--- src/rtl/alu_cmd_sequencer.sv ---
// Command FIFO + one-at-a-time issue stage for the 8-bit combinational ALU.
// Optional illegal-opcode trap: define ALU_SEQ_ILLEGAL_TRAP_EN.
module alu_cmd_sequencer #(
  parameter int W     = 8,
  parameter int DEPTH = 4
) (
  input  logic         clk,
  input  logic         rst,
  input  logic         cmd_valid,
  output logic         cmd_ready,
  input  logic [4:0]   cmd_sel,
  input  logic [W-1:0] cmd_a,
  input  logic [W-1:0] cmd_b,
  input  logic         cmd_use_acc,
  output logic [W-1:0] alu_a,
  output logic [W-1:0] alu_b,
  output logic [4:0]   alu_sel,
  input  logic [W-1:0] alu_z,
  input  logic         alu_cout,
  output logic         res_valid,
  input  logic         res_ready,
  output logic [W-1:0] res_z,
  output logic         res_cout,
  output logic         res_zero,
  output logic         res_err,
  output logic [W-1:0] acc
);

`ifdef ALU_SEQ_ILLEGAL_TRAP_EN
  localparam bit TRAP = 1'b1;
`else
  localparam bit TRAP = 1'b0;
`endif

  localparam int AW = $clog2(DEPTH);
  localparam logic [AW:0]   CNT_ONE  = 1;
  localparam logic [AW:0]   CNT_FULL = (AW+1)'(DEPTH);
  localparam logic [AW-1:0] PTR_ONE  = 1;

  typedef struct packed {
    logic [4:0]   sel;
    logic [W-1:0] a;
    logic [W-1:0] b;
    logic         use_acc;
  } cmd_t;

  typedef enum logic [1:0] {
    IDLE,
    EXEC,
    DONE
  } state_t;

  state_t        state;
  cmd_t          fifo [DEPTH];
  cmd_t          head;
  logic [AW-1:0] wr_ptr;
  logic [AW-1:0] rd_ptr;
  logic [AW:0]   count;
  logic [AW:0]   count_nxt;
  logic          push;
  logic          pop;
  logic          empty;
  logic          illegal;
  logic          cout_ok;
  logic [W-1:0]  issue_a;

  assign head    = fifo[rd_ptr];
  assign push    = cmd_valid && cmd_ready;
  assign pop     = (state == EXEC);
  assign empty   = (count == '0);
  assign illegal = (alu_sel >= 5'd9);
  assign cout_ok = (alu_sel >= 5'd2) && !illegal;
  assign issue_a = head.use_acc ? acc : head.a;

  always_comb begin
    count_nxt = count;
    unique case (1'b1)
      push && !pop: count_nxt = count + CNT_ONE;
      pop && !push: count_nxt = count - CNT_ONE;
      default:      count_nxt = count;
    endcase
  end

  always_ff @(posedge clk) begin
    if (push) begin
      fifo[wr_ptr] <= {cmd_sel, cmd_a, cmd_b, cmd_use_acc};
    end
  end

  always_ff @(posedge clk) begin
    if (rst) begin
      state     <= IDLE;
      wr_ptr    <= '0;
      rd_ptr    <= '0;
      count     <= '0;
      cmd_ready <= 1'b1;
      acc       <= '0;
      res_valid <= 1'b0;
      res_z     <= '0;
      res_cout  <= 1'b0;
      res_zero  <= 1'b0;
      res_err   <= 1'b0;
      alu_a     <= '0;
      alu_b     <= '0;
      alu_sel   <= '0;
    end else begin
      count     <= count_nxt;
      // ready is pure registered state: a pop never reopens it same-cycle
      cmd_ready <= (count_nxt != CNT_FULL);
      if (push) wr_ptr <= wr_ptr + PTR_ONE;
      if (pop)  rd_ptr <= rd_ptr + PTR_ONE;
      unique case (state)
        IDLE: begin
          if (!empty) begin
            state   <= EXEC;
            alu_a   <= issue_a;
            alu_b   <= head.b;
            alu_sel <= head.sel;
          end
        end
        EXEC: begin
          if (TRAP && illegal) begin
            res_z    <= '0;
            res_cout <= 1'b0;
            res_zero <= 1'b0;
            res_err  <= 1'b1;
          end else begin
            res_z    <= alu_z;
            res_cout <= cout_ok && alu_cout;
            res_zero <= (alu_z == '0);
            res_err  <= 1'b0;
            acc      <= alu_z;
          end
          res_valid <= 1'b1;
          alu_a     <= '0;
          alu_b     <= '0;
          alu_sel   <= '0;
          state     <= DONE;
        end
        DONE: begin
          if (res_ready) begin
            res_valid <= 1'b0;
            if (!empty) begin
              state   <= EXEC;
              alu_a   <= issue_a;
              alu_b   <= head.b;
              alu_sel <= head.sel;
            end else begin
              state <= IDLE;
            end
          end
        end
        default: state <= IDLE;
      endcase
    end
  end

endmodule

--- config.mk ---
export PLATFORM = sky130hd
export DESIGN_NAME = alu_cmd_sequencer
export DESIGN_NICKNAME = d
export VERILOG_FILES = /design/src/rtl/alu_cmd_sequencer.sv
export SDC_FILE = /design/constraint.sdc
export NUM_CORES = 1
export LEC_CHECK = 0
export ABC_AREA = 1
export CAP_MARGIN = 5
export CORE_ASPECT_RATIO = 1.2
export CORE_MARGIN = 4
export CORE_UTILIZATION = 40
export CTS_CLUSTER_DIAMETER = 150
export DETAILED_ROUTE_END_ITERATION = 10
export MAX_ROUTING_LAYER = met4
export PLACE_DENSITY_LB_ADDON = 0.1
export RECOVER_POWER = 100
export SLEW_MARGIN = 20
export SYNTH_ARGS = -nofsm -noshare
export SYNTH_HDL_FRONTEND = slang
export SYNTH_SLANG_ARGS = --single-unit
export TNS_END_PERCENT = 20
--- constraint.sdc ---
create_clock -name clk -period 2.7 [get_ports clk]
set_clock_uncertainty 0.15 [all_clocks]
set_input_delay 0.405 -clock clk [delete_from_list [all_inputs] [get_ports clk]]
set_output_delay 0.405 -clock clk [all_outputs]
set_load 0.005 [all_outputs]
# Word level (Yosys, flattened, before mapping)
# Memories as Yosys holds them, arrays and structs flattened. A register that Yosys moved wholly into a read port is not among the register bits.
# Cells that the tools add are included.
# word_totals
elab_cells	61
ff_bits	42
ram_bits	88
mem_count	1
# memory_table
memory	depth	width	rd	rd_ports_with_merged_regs	write_ports	line	text
fifo	4	22	1	1	1	54	cmd_t fifo [DEPTH];
# classes
reduce_logical	16
n_mux	21
n_eq_ne	5
addsub	4
order_cmp	2
# ops
cell	n
$pmux W8 S3	2
$mux W8	5
$pmux W5 S3	1
$mux W5	2
$logic_not A8 Y1	1
$mux W2	4
$pmux W2 S3	1
$pmux W3 S2	1
$reduce_and A2 Y1	3
$ge A5 B2 Y1 const B	1
$ge A5 B4 Y1 const B	1
$logic_and A1 B1 Y1	5
$add A2 B1 Y2 const B	2
$mux W1	4
$ne A2 B2 Y1 const B	2
$add A3 B1 Y3 const B	1
$logic_not A1 Y1	3
$logic_not A3 Y1	1
$ne A3 B3 Y1 const B	1
$reduce_bool A3 Y1	1
$sub A3 B1 Y3 const B	1
$eq A2 B1 Y1 const B	1
$eq A2 B2 Y1 const B	1
$logic_not A2 Y1	1
other kinds (2)	2

# Depth between registers and ports, before layout
# depth
ltp_word	5
depth_mapped	12
ltp_nobuf	11

# Least setup slack after synthesis
# No wires, ideal clock.
# synth_path
path_kind	reg2reg
start	reg wr_ptr[0]
end	mem fifo[2][0] (netlist name), enable pin
arrival_ns	1.531
synth_period_minus_slack_ns	2.082
path_slack_ns	0.618
stages_incl_launch_ff	5
n_path_buf	0
t_required_ns	2.149
cell_sequence	dfxtp_1 inv_1 ha_1 inv_1 nor2_1
# synth_lines
item	line	text
start: declaration	56	logic [AW-1:0] wr_ptr;
start signal: assignment	110	if (push) wr_ptr <= wr_ptr + PTR_ONE;
end: declaration	54	
# No word-level cell before the write port.

# Worst setup path after layout
# layout_path
start	in res_ready
end	reg alu_a[0]
# layout_via
elab_chain_len	2
# layout_lines
item	line	text
start: declaration	21	input logic res_ready,
$ne A2 B2 Y1 (no source line)	-	
$reduce_and A2 Y1 (no source line)	-	
end signal: assignment	116	alu_a <= issue_a;
end signal: assignment	145	alu_a <= issue_a;
end: declaration	15	output logic [W-1:0] alu_a,
# No other way between the ends.
# A chain may end at the register's enable or synchronous reset.

==> flow_summary.yaml <==
synthesis:
  synth_area_per_cell_um2: 11.1
  syn-num-nets: 509
  synth-edff-count: 88
  synth-seq-cells: 132
  syn_inst: 468
  synth_area_leader_cell: "edfxtp_1"
  synth.area.top_cells: "edfxtp_1 51%, dfxtp_1 17%, nand2_1 6.6%"
  ys_seq_area_share_pct: 67.8
  synth_top_area_share_pct: 50.9
  ys.flop_type: "edfxtp_1"
  synth_cell_types: 35
  synthArstFlopShare_pct: 0
  ys_warn_count: 0
  netlist_area_um2: 5190
setup_path:
  ff2ff_path_depth: 7
  startpoint_type: "input port"
  critPathRequiredTime_ns: 2.88
  worst_setup_path_end_kind: "flop"
  r2r-end: "alu_a[6]$_SDFFE_PP0P_"
  crit_end: "alu_a[0]$_SDFFE_PP0P_"
  regToRegSetupSlack_ns: 0.75
  crit_type: "input port to flop"
  arrival_ns: 2.35
  worstPathMaxFanout: 21
  critPathLaunch: "res_ready"
placement:
  hpwl_mm: 6.95
  dpl_cell_area_um2: 6060
  port_buffers: 75
  routabilityCongestion: 0.748
sta:
  post-route-period-util_pct: 80.3
  finalSetupViolations: 0
  hold_viol: 0
  whs_ns: 0.293
  worstMarginPinSlew_ns: 0.875
  maxClockFrequency_mhz: 462
  tns_ns: 0
  fin_crit_ns: 2.17
  slew_headroom_pct: 41.7
  finalMaxSlewViolations: 0
  rsz0062_at_grt: "false"
final_layout:
  fillers: 1128
  multi_input_area_um2: 1370
  area_delta_synth_final_pct: 28.2
  drive_gt1_share_pct: 9.53
  final-seq-area_um2: 3520
  fin_area_um2: 6660
  fin_nets: 584
  diodes: 0
  final_util_pct: 52.6
drt:
  via_per_inst: 4.89
  antenna_left: 0
  drt_iter0_drc: 216
  post_drt_wl_per_cell_um: 15.2
  drt_first_pass_iters: 5
  drc: 0
  routed_wl_mm: 11.0
  dr_total_vias: 3523
clock_tree:
  cts_tree: "done"
  clk_path_buf_depth: 2
  clock_latency_ns: 0.41
  htree_levels: 4
  cts_sinks: 132
  ctsResizeCount: 0
  ctsHoldBuffers: 0
  cts_setup_buffers: 0
  cts_inserted_buffers: 17
  clk_pin_slew_ns: 0.06
  cts-root-buf: "clkbuf_16"
global_routing:
  groute.usage.overall_pct: 15.7
  grt_pass1_vias: 3350
  grt_max_degree: 45
  use_met2_pct: 24.9
  use_met1_pct: 19.4
  use_met3_pct: 4.16
  grt_pass1_wl_mm: 17.6
  grt.overflow.total: 0
  top_usage_layer: "met2"
  antenna_found_initial: 0
power_and_ir_drop:
  pwr-share-clk_pct: 33.6
  seqPwrFrac_pct: 38.9
  combPwrFrac_pct: 27.5
  p_total_mw: 6.96
  switchingPower_mw: 2.11
  netSwitchingFraction_pct: 30.4
  ir_drop_mv: 0.421
  p_leak_nw: 2.56
  p_int_mw: 4.85
  power_density_nw_per_um2: 1050
run_status:
  status: "finished, final reports clean"
floorplanning:
  die_y_um: 133
  ios: 77
  die_width_um: 112
  core_um2: 12700
  floorplan.initialDensity_pct: 41.0
  num_rows: 45
  dieArea_um2: 14900
hold_path:
  worstHoldPathType: "flop to flop"
  holdPathStages: 1
run:
  maxCapViolations: 0
-- flip-flops by register name, indices dropped and copies added, names as in the netlist, 2 cells and up, named ones only --
register	cells
acc	8
alu_a	8
alu_b	8
alu_sel	5
count	3
fifo	88
rd_ptr	2
state	2
wr_ptr	2
-- critical path, cell delays in order --
cell           delay (ns)
dlygate4sd3_1        0.57
nor3_2               0.26
nor2_4               0.14
nor2_2               0.66
nand2_1              0.15
a21oi_2              0.16
-- worst min path at each step --
stage / end / start
after floorplan: res_valid$_SDFFE_PP0P_ / state[1]$_SDFFE_PP0P_
after global placement: res_valid$_SDFFE_PP0P_ / state[1]$_SDFFE_PP0P_
after detailed placement: res_valid$_SDFFE_PP0P_ / state[1]$_SDFFE_PP0P_
after CTS: res_valid$_SDFFE_PP0P_ / state[1]$_SDFFE_PP0P_
after global routing: res_valid$_SDFFE_PP0P_ / state[1]$_SDFFE_PP0P_
final: res_valid$_SDFFE_PP0P_ / state[1]$_SDFFE_PP0P_
-- cell usage after synthesis (2+ instances only) --
library cell  instances
edfxtp_1             88
o21ai_0              46
o22ai_1               4
o22a_1                9
nor2_4                2
inv_1                26
buf_6                 2
nand3_2               2
nand3_1              33
a21oi_1              24
nand2_1              92
buf_2                15
dfxtp_1              44
buf_4                12
ha_1                  5
nor2_1               41
o21ai_1               4
nand3b_1              2
-- power groups by stage --
| stage | logic [mW] | registers, mW | clock network [mW] |
|---|---|---|---|
| after floorplan | 1.26 | 2.74 | 0 |
| after global placement | 2.05 | 2.76 | 0 |
| after detailed placement | 2.07 | 2.77 | 0 |
| after CTS | 2.08 | 2.73 | 2.41 |
| after global routing | 2.16 | 2.76 | 2.48 |
| final | 1.92 | 2.71 | 2.34 |
-- routing by layer --
| layer | share of wire [%] | vias to the layer above | wire length, um |
|---|---|---|---|
| li1 | - | 1756 | - |
| met1 | 46 | 1683 | 5050 |
| met2 | 49 | 73 | 5330 |
| met3 | 4.2 | 11 | 461 |
| met4 | 1.0 | 0 | 112 |
| met5 | 0 | - | 0 |
-- layout make-up --
cell class | count | area share (%)
clock inverters | 8 | 1.26
clock buffers | 24 | 8.23
well taps | 164 | 3.08
flip-flops and latches | 132 | 52.9
multi-input cells | 277 | 20.6
inverters | 28 | 1.62
repair buffers | 87 | 12.3
-- cells by family (layout without fill, tap and decap cells) --
logic type,after synthesis,count (layout),synth area share [%]
AO/OA/AOI/OAI,92,92,9.92
XOR/XNOR,2,2,0.337
adder cells (fa/ha/maj),6,6,1.59
buffers and inverters,59,147,5.83
flip-flops,132,132,67.8
AND/OR/NAND/NOR,176,176,14.4
other,1,1,0.0722
-- layout by cell type (no fill, tap or decap), drive strengths merged, types with 5 or more instances in the layout --
cell type	synthesis	routed
buf	30	5
a21oi	25	25
ha	5	5
nor2	43	43
dfxtp	44	44
o21ai	50	50
nand2	93	93
clkdlybuf4s50	0	9
o22a	9	9
nand3	35	35
edfxtp	88	88
inv	28	29
clkinv	0	5
clkbuf	1	31
dlygate4sd3	0	66
-- through the flow --
stage / worst slack (ns) / instances
floorplan: 0.618 / 468
global placement: 0.481 / 688
detailed placement: 0.391 / 688
CTS: 0.752 / 720
global route: 0.309 / 720
finish: 0.533 / 720
Note: power is estimated with default switching activity, not from simulation.
